### src/rtl/fft_pkg.sv
// fft_pkg: shared constants, sample type, loader state encoding and 3-bit bit reversal
// for the fft8 input stage.
package fft_pkg;

    localparam int DATA_W = 32;
    localparam int N      = 8;
    localparam int LOG2N  = 3;

    typedef struct packed {
        logic signed [DATA_W-1:0] re;
        logic signed [DATA_W-1:0] im;
    } cplx_t;

    typedef enum logic [1:0] {FILL, ISSUE, WAIT, DONE} state_t;

    function automatic logic [LOG2N-1:0] bitrev3(input logic [LOG2N-1:0] a);
        return {a[0], a[1], a[2]};
    endfunction

endpackage

### src/rtl/fft_sample_ram.sv
// fft_sample_ram: 8-entry complex register file, one synchronous write port and two
// combinational read ports; contents are not reset.
module fft_sample_ram
    import fft_pkg::*;
#(
    parameter int DATA_W = fft_pkg::DATA_W
) (
    input  logic              clk,
    input  logic              we_i,
    input  logic [LOG2N-1:0]  waddr_i,
    input  logic [DATA_W-1:0] wre_i,
    input  logic [DATA_W-1:0] wim_i,
    input  logic [LOG2N-1:0]  raddr0_i,
    input  logic [LOG2N-1:0]  raddr1_i,
    output logic [DATA_W-1:0] rre0_o,
    output logic [DATA_W-1:0] rim0_o,
    output logic [DATA_W-1:0] rre1_o,
    output logic [DATA_W-1:0] rim1_o
);

    logic [DATA_W-1:0] mem_re [N];
    logic [DATA_W-1:0] mem_im [N];

    always_ff @(posedge clk) begin
        if (we_i) begin
            mem_re[waddr_i] <= wre_i;
            mem_im[waddr_i] <= wim_i;
        end
    end

    assign rre0_o = mem_re[raddr0_i];
    assign rim0_o = mem_im[raddr0_i];
    assign rre1_o = mem_re[raddr1_i];
    assign rim1_o = mem_im[raddr1_i];

endmodule

### src/rtl/fft8_bitrev_loader.sv
// fft8_bitrev_loader: collects an 8-sample frame in bit-reversed order and issues the four
// first-stage butterfly pairs to fft8. Optional watchdog: FFT_LOADER_TIMEOUT_EN.
module fft8_bitrev_loader #(
    parameter int DATA_W         = fft_pkg::DATA_W,
    parameter int TIMEOUT_CYCLES = 16
) (
    input  logic              clk,
    input  logic              rst,
    input  logic              in_valid,
    output logic              in_ready,
    input  logic [DATA_W-1:0] in_re,
    input  logic [DATA_W-1:0] in_im,
    output logic              bf_start,
    input  logic              bf_done,
    output logic [DATA_W-1:0] bf_x0_re,
    output logic [DATA_W-1:0] bf_x0_im,
    output logic [DATA_W-1:0] bf_x1_re,
    output logic [DATA_W-1:0] bf_x1_im,
    output logic [1:0]        pair_idx,
    output logic              busy,
`ifdef FFT_LOADER_TIMEOUT_EN
    output logic              timeout_err,
`endif
    output logic              frame_done
);
    import fft_pkg::*;

    state_t            state_q, state_d;
    logic [LOG2N-1:0]  wcnt_q, wcnt_d;
    logic [1:0]        pair_q, pair_d;
    logic              ready_q, wr_en;
    logic [DATA_W-1:0] rd0_re, rd0_im, rd1_re, rd1_im;
    logic [DATA_W-1:0] x0_re_q, x0_im_q, x1_re_q, x1_im_q;

    assign wr_en = (state_q == FILL) && in_valid && ready_q;

    // Read ports follow the next pair index so operands can be registered on entry to ISSUE.
    fft_sample_ram #(.DATA_W(DATA_W)) u_ram (
        .clk      (clk),
        .we_i     (wr_en),
        .waddr_i  (bitrev3(wcnt_q)),
        .wre_i    (in_re),
        .wim_i    (in_im),
        .raddr0_i ({pair_d, 1'b0}),
        .raddr1_i ({pair_d, 1'b1}),
        .rre0_o   (rd0_re),
        .rim0_o   (rd0_im),
        .rre1_o   (rd1_re),
        .rim1_o   (rd1_im)
    );

`ifdef FFT_LOADER_TIMEOUT_EN
    localparam int TW = $clog2(TIMEOUT_CYCLES + 1);
    logic [TW-1:0] tcnt_q, tcnt_d;
    logic          err_q, err_d;

    always_ff @(posedge clk or posedge rst) begin
        if (rst) begin
            tcnt_q <= '0;
            err_q  <= 1'b0;
        end else begin
            tcnt_q <= tcnt_d;
            err_q  <= err_d;
        end
    end

    assign timeout_err = err_q;
`else
    localparam int unused_timeout = TIMEOUT_CYCLES;
`endif

    always_comb begin
        state_d = state_q;
        wcnt_d  = wcnt_q;
        pair_d  = pair_q;
`ifdef FFT_LOADER_TIMEOUT_EN
        tcnt_d  = tcnt_q;
        err_d   = err_q;
`endif
        case (state_q)
            FILL: begin
                if (wr_en) begin
                    wcnt_d = wcnt_q + 1'b1;
                    if (wcnt_q == LOG2N'(N - 1)) state_d = ISSUE;
                end
            end
            ISSUE: begin
                state_d = WAIT;
`ifdef FFT_LOADER_TIMEOUT_EN
                tcnt_d  = '0;
`endif
            end
            WAIT: begin
                if (bf_done) begin
                    if (pair_q == 2'd3) begin
                        state_d = DONE;
                    end else begin
                        pair_d  = pair_q + 1'b1;
                        state_d = ISSUE;
                    end
                end
`ifdef FFT_LOADER_TIMEOUT_EN
                else if (tcnt_q == TW'(TIMEOUT_CYCLES - 1)) begin
                    err_d   = 1'b1;
                    state_d = FILL;
                    pair_d  = '0;
                    wcnt_d  = '0;
                end else begin
                    tcnt_d = tcnt_q + 1'b1;
                end
`endif
            end
            DONE: begin
                state_d = FILL;
                pair_d  = '0;
                wcnt_d  = '0;
            end
            default: state_d = FILL;
        endcase
    end

    always_ff @(posedge clk or posedge rst) begin
        if (rst) begin
            state_q <= FILL;
            wcnt_q  <= '0;
            pair_q  <= '0;
            ready_q <= 1'b0;
            x0_re_q <= '0;
            x0_im_q <= '0;
            x1_re_q <= '0;
            x1_im_q <= '0;
        end else begin
            state_q <= state_d;
            wcnt_q  <= wcnt_d;
            pair_q  <= pair_d;
            ready_q <= (state_d == FILL);
            if (state_d == ISSUE) begin
                x0_re_q <= rd0_re;
                x0_im_q <= rd0_im;
                x1_re_q <= rd1_re;
                x1_im_q <= rd1_im;
            end
        end
    end

    assign in_ready   = ready_q;
    assign bf_start   = (state_q == ISSUE);
    assign busy       = (state_q != FILL);
    assign frame_done = (state_q == DONE);
    assign pair_idx   = pair_q;
    assign bf_x0_re   = x0_re_q;
    assign bf_x0_im   = x0_im_q;
    assign bf_x1_re   = x1_re_q;
    assign bf_x1_im   = x1_im_q;

endmodule

### config.mk
export PLATFORM = sky130hd
export DESIGN_NAME = fft8_bitrev_loader
export DESIGN_NICKNAME = d
export VERILOG_FILES = /design/src/rtl/fft_pkg.sv /design/src/rtl/fft_sample_ram.sv /design/src/rtl/fft8_bitrev_loader.sv
export SDC_FILE = /design/constraint.sdc
export NUM_CORES = 1
export LEC_CHECK = 0
export ABC_AREA = 1
export BUFFER_PORTS_ARGS = -buffer_cell sky130_fd_sc_hd__buf_4
export CORE_ASPECT_RATIO = 1.1
export CORE_MARGIN = 10
export CORE_UTILIZATION = 50
export DETAILED_ROUTE_END_ITERATION = 10
export HOLD_SLACK_MARGIN = 0.12
export PLACE_DENSITY_LB_ADDON = 0.1
export SETUP_SLACK_MARGIN = 0.3
export SYNTH_ARGS = -nofsm -noshare
export SYNTH_HDL_FRONTEND = slang
export SYNTH_SLANG_ARGS = --single-unit
### constraint.sdc
create_clock -name clk -period 8.4 [get_ports clk]
set_input_delay 1.26 -clock clk [delete_from_list [all_inputs] [get_ports clk]]
set_output_delay 1.26 -clock clk [all_outputs]
set_load 0.1 [all_outputs]
==> impl_metrics.py <==
metrics = {
    "worst_setup_path": {
        "cp_max_fo": 116,
        "r2r_start": "state_q[1]",
        "r2r_cells": 10,
        "end_kind": "register",
        "worstPathRequired_ns": 8.93,
        "r2r-end": "bf_x0_re[2]",
        "rrSetupSlack_ns": 4.35,
        "arrival_ns": 4.58,
        "cp-start-kind": "register",
        "path_class": "register to register",
    },
    "layout": {
        "final_cell_mix": "769 x nand2_1, 526 x inv_1, 512 x edfxtp_1, 259 x nand3_1, 256 x nand4_1",
        "multi_input_area_mm2": 0.006126,
        "regArea_mm2": 0.01878,
        "fillers": 4644,
        "fin_nets": 2870,
        "areaGrowthSynthToFinish_pct": 14.87,
        "final_common_cell": "nand2_1",
        "post-route-util": 0.5808,
        "layout-drive-gt1-share": 0.1241,
    },
    "drt": {
        "wirelength_um": 70720,
        "route.vias.total": 19092,
        "wire_per_inst_um": 19.71,
        "drc_errors": 0,
        "met1_length_um": 30360,
        "dr_wl_met3_um": 4748,
        "postRouteAntennaNets": 0,
        "highest_layer": "met5",
        "via_per_inst": 5.320,
        "route.met2.wl_um": 34280,
        "first_pass_iters": 5,
        "drtIter0Drc": 1459,
    },
    "clocking": {
        "holdBufCountCts": 0,
        "cts.sinks": 648,
        "cts_tree": "done",
        "post_cts_resized": 0,
        "clk_pin_slew_worst_paths_ns": 0.06,
        "cts_root_buf": "clkbuf_16",
        "clk_path_buf_depth": 3,
        "htree_levels": 3,
        "clk_latency_ns": 0.61,
        "post_cts_buffers": 0,
        "cts_inserted_buffers": 68,
    },
    "synthesis": {
        "synth_cells": 2665,
        "yosysWarnings": 0,
        "ys_seq_area_frac": 0.6772,
        "synthesis.area_mm2": 0.02773,
        "synth.avg_cell_area_um2": 10.40,
        "ys_types": 25,
        "syn_nets": 2739,
        "ys_seq_elements": 648,
    },
    "hold_path": {
        "holdPathStages": 2,
        "min_path_type": "register to register",
        "hold_path_end": "bf_x1_re[20]",
        "hp-start": "bf_x1_re[20]",
    },
    "floorplanning": {
        "initial_core_util": 0.5056,
        "io_pins": 202,
        "die_height_um": 267.0,
        "fp-row-count": 90,
        "die-area_mm2": 0.06529,
        "die_w_um": 244.5,
        "coreArea_mm2": 0.05484,
    },
    "pwr": {
        "p_int_mw": 6.970,
        "p_clk_frac": 0.237,
        "seqPwrFrac": 0.340,
        "power_switching_mw": 5.758,
        "p_sw_frac": 0.4524,
        "irDropWorstVdd_mv": 0.3760,
        "powerDensity_mw_per_mm2": 399.6,
        "p_leak_nw": 14.66,
        "combPwrFrac": 0.423,
    },
    "timing": {
        "setup_violations": 0,
        "layout_min_cycle_time_ns": 4.051,
        "rsz0062_at_grt": "no",
        "skew_ns": 0.02397,
        "tightest_slew_ns": 1.090,
        "fin_crit_sh": 0.4823,
        "drv_slew": 0,
        "fmax_mhz": 246.8,
        "setup_tns_ns": 0,
        "slew_headroom": 0.2732,
        "finalHoldViolCount": 0,
    },
    "global_route": {
        "grt_pass1_wl_um": 109500,
        "grt_usage": 0.2153,
        "grt_max_degree": 202,
        "antenna_found_initial": 3,
        "grt_pass1_vias": 18414,
        "grt_remaining_overflow": 0,
    },
    "placement": {
        "place_hpwl_um": 37560,
        "place_congestion": 0.7441,
        "place.port_buffers": 201,
    },
    "flow_run": {
        "drv_cap": 0,
    },
    "run_status": {
        "status": "complete, no violations",
    },
}
## final cells by class
class	instances	share of cell area
sequential	648	0.5895
multi-input combinational	1316	0.1923
inverter	531	0.06305
clock buffer	93	0.06026
timing repair buffer	231	0.05523
tap	736	0.02891
clock inverter	33	0.01061
antenna	1	0.00007856
## power groups by stage
stage | sequential (mW) | clock (mW) | combinational, mW
after floorplan | 6.38 | 0 | 2.11
after global placement | 4.37 | 0 | 5.36
after detailed placement | 4.38 | 0 | 5.42
after CTS | 4.32 | 3.08 | 5.43
after global routing | 4.37 | 3.21 | 5.79
final | 4.33 | 3.02 | 5.38
## critical path, cell delays in order (launching register included)
cell and delay (ns):
dfrtp_1 0.64, nand2_8 0.55, inv_2 0.26, a21oi_4 0.04, buf_4 0.43, inv_6 0.70
buf_4 0.81, nand3_1 0.18, nand2_1 0.10, nand2_1 0.08, nand2_1 0.10
## registers in the layout, summed over array words and instances, names as in the netlist, 3 cells and up
name          cells
u_ram.mem_im    256
u_ram.mem_re    256
bf_x0_im         32
bf_x0_re         32
bf_x1_im         32
bf_x1_re         32
wcnt_q            3
## cell usage after synthesis (all sizes together)
cell type,instances,area (um2)
a21oi,2,13.76
nand4,257,1623
clkbuf,30,112.6
nand2,772,2908
o22ai,1,6.260
ha,6,75.07
buf,140,808.3
nand3,262,1326
inv,531,1993
o21ai,4,23.77
nor2,6,30.03
nor3,6,30.03
edfxtp,512,15370
dfrtp,136,3403
## kinds of logic (layout without fill, tap and decap cells)
group | count (synthesis) | count (layout) | share of synthesized area
buf+inv | 701 | 888 | 0.1051
simple gates | 1303 | 1303 | 0.2134
other cells | 0 | 1 | 0
fa+ha+maj | 6 | 6 | 0.002707
flops | 648 | 648 | 0.6772
compound gates | 7 | 7 | 0.001579
## worst max-delay path by stage
| stage | from | end | slack, ns |
|---|---|---|---|
| final | state_q[1] | bf_x0_re[2] | 4.35 |
| after global routing | state_q[1] | bf_x0_re[2] | 4.09 |
| after CTS | state_q[1] | bf_x0_re[2] | 4.33 |
| after detailed placement | bf_done | bf_x0_im[16] | 3.93 |
| after global placement | bf_done | bf_x0_re[0] | 4.03 |
| after floorplan | in_valid | u_ram.mem_im[1][0] | 1.89 |
## stage by stage
step,cells,setup WS (ns),area (um2),hold slack [ns],total power [mW]
6_report,3589,4.349,31850,0.4766,12.73
5_1_grt,3589,4.087,31850,0.4938,13.37
4_1_cts,3588,4.333,31850,0.4827,12.84
3_5_place_dp,3462,3.933,29590,0.4660,9.798
3_3_place_gp,3462,4.035,29590,0.4631,9.734
2_1_floorplan,2665,1.888,27730,0.5115,8.490
## layer usage
metal  vias up  GRT usage
li1       8971          -
met1      9412     0.2904
met2       606     0.3505
met3        99    0.03929
met4         4    0.06432
met5         -          0
No activity file was read; power rests on OpenSTA's default activity.
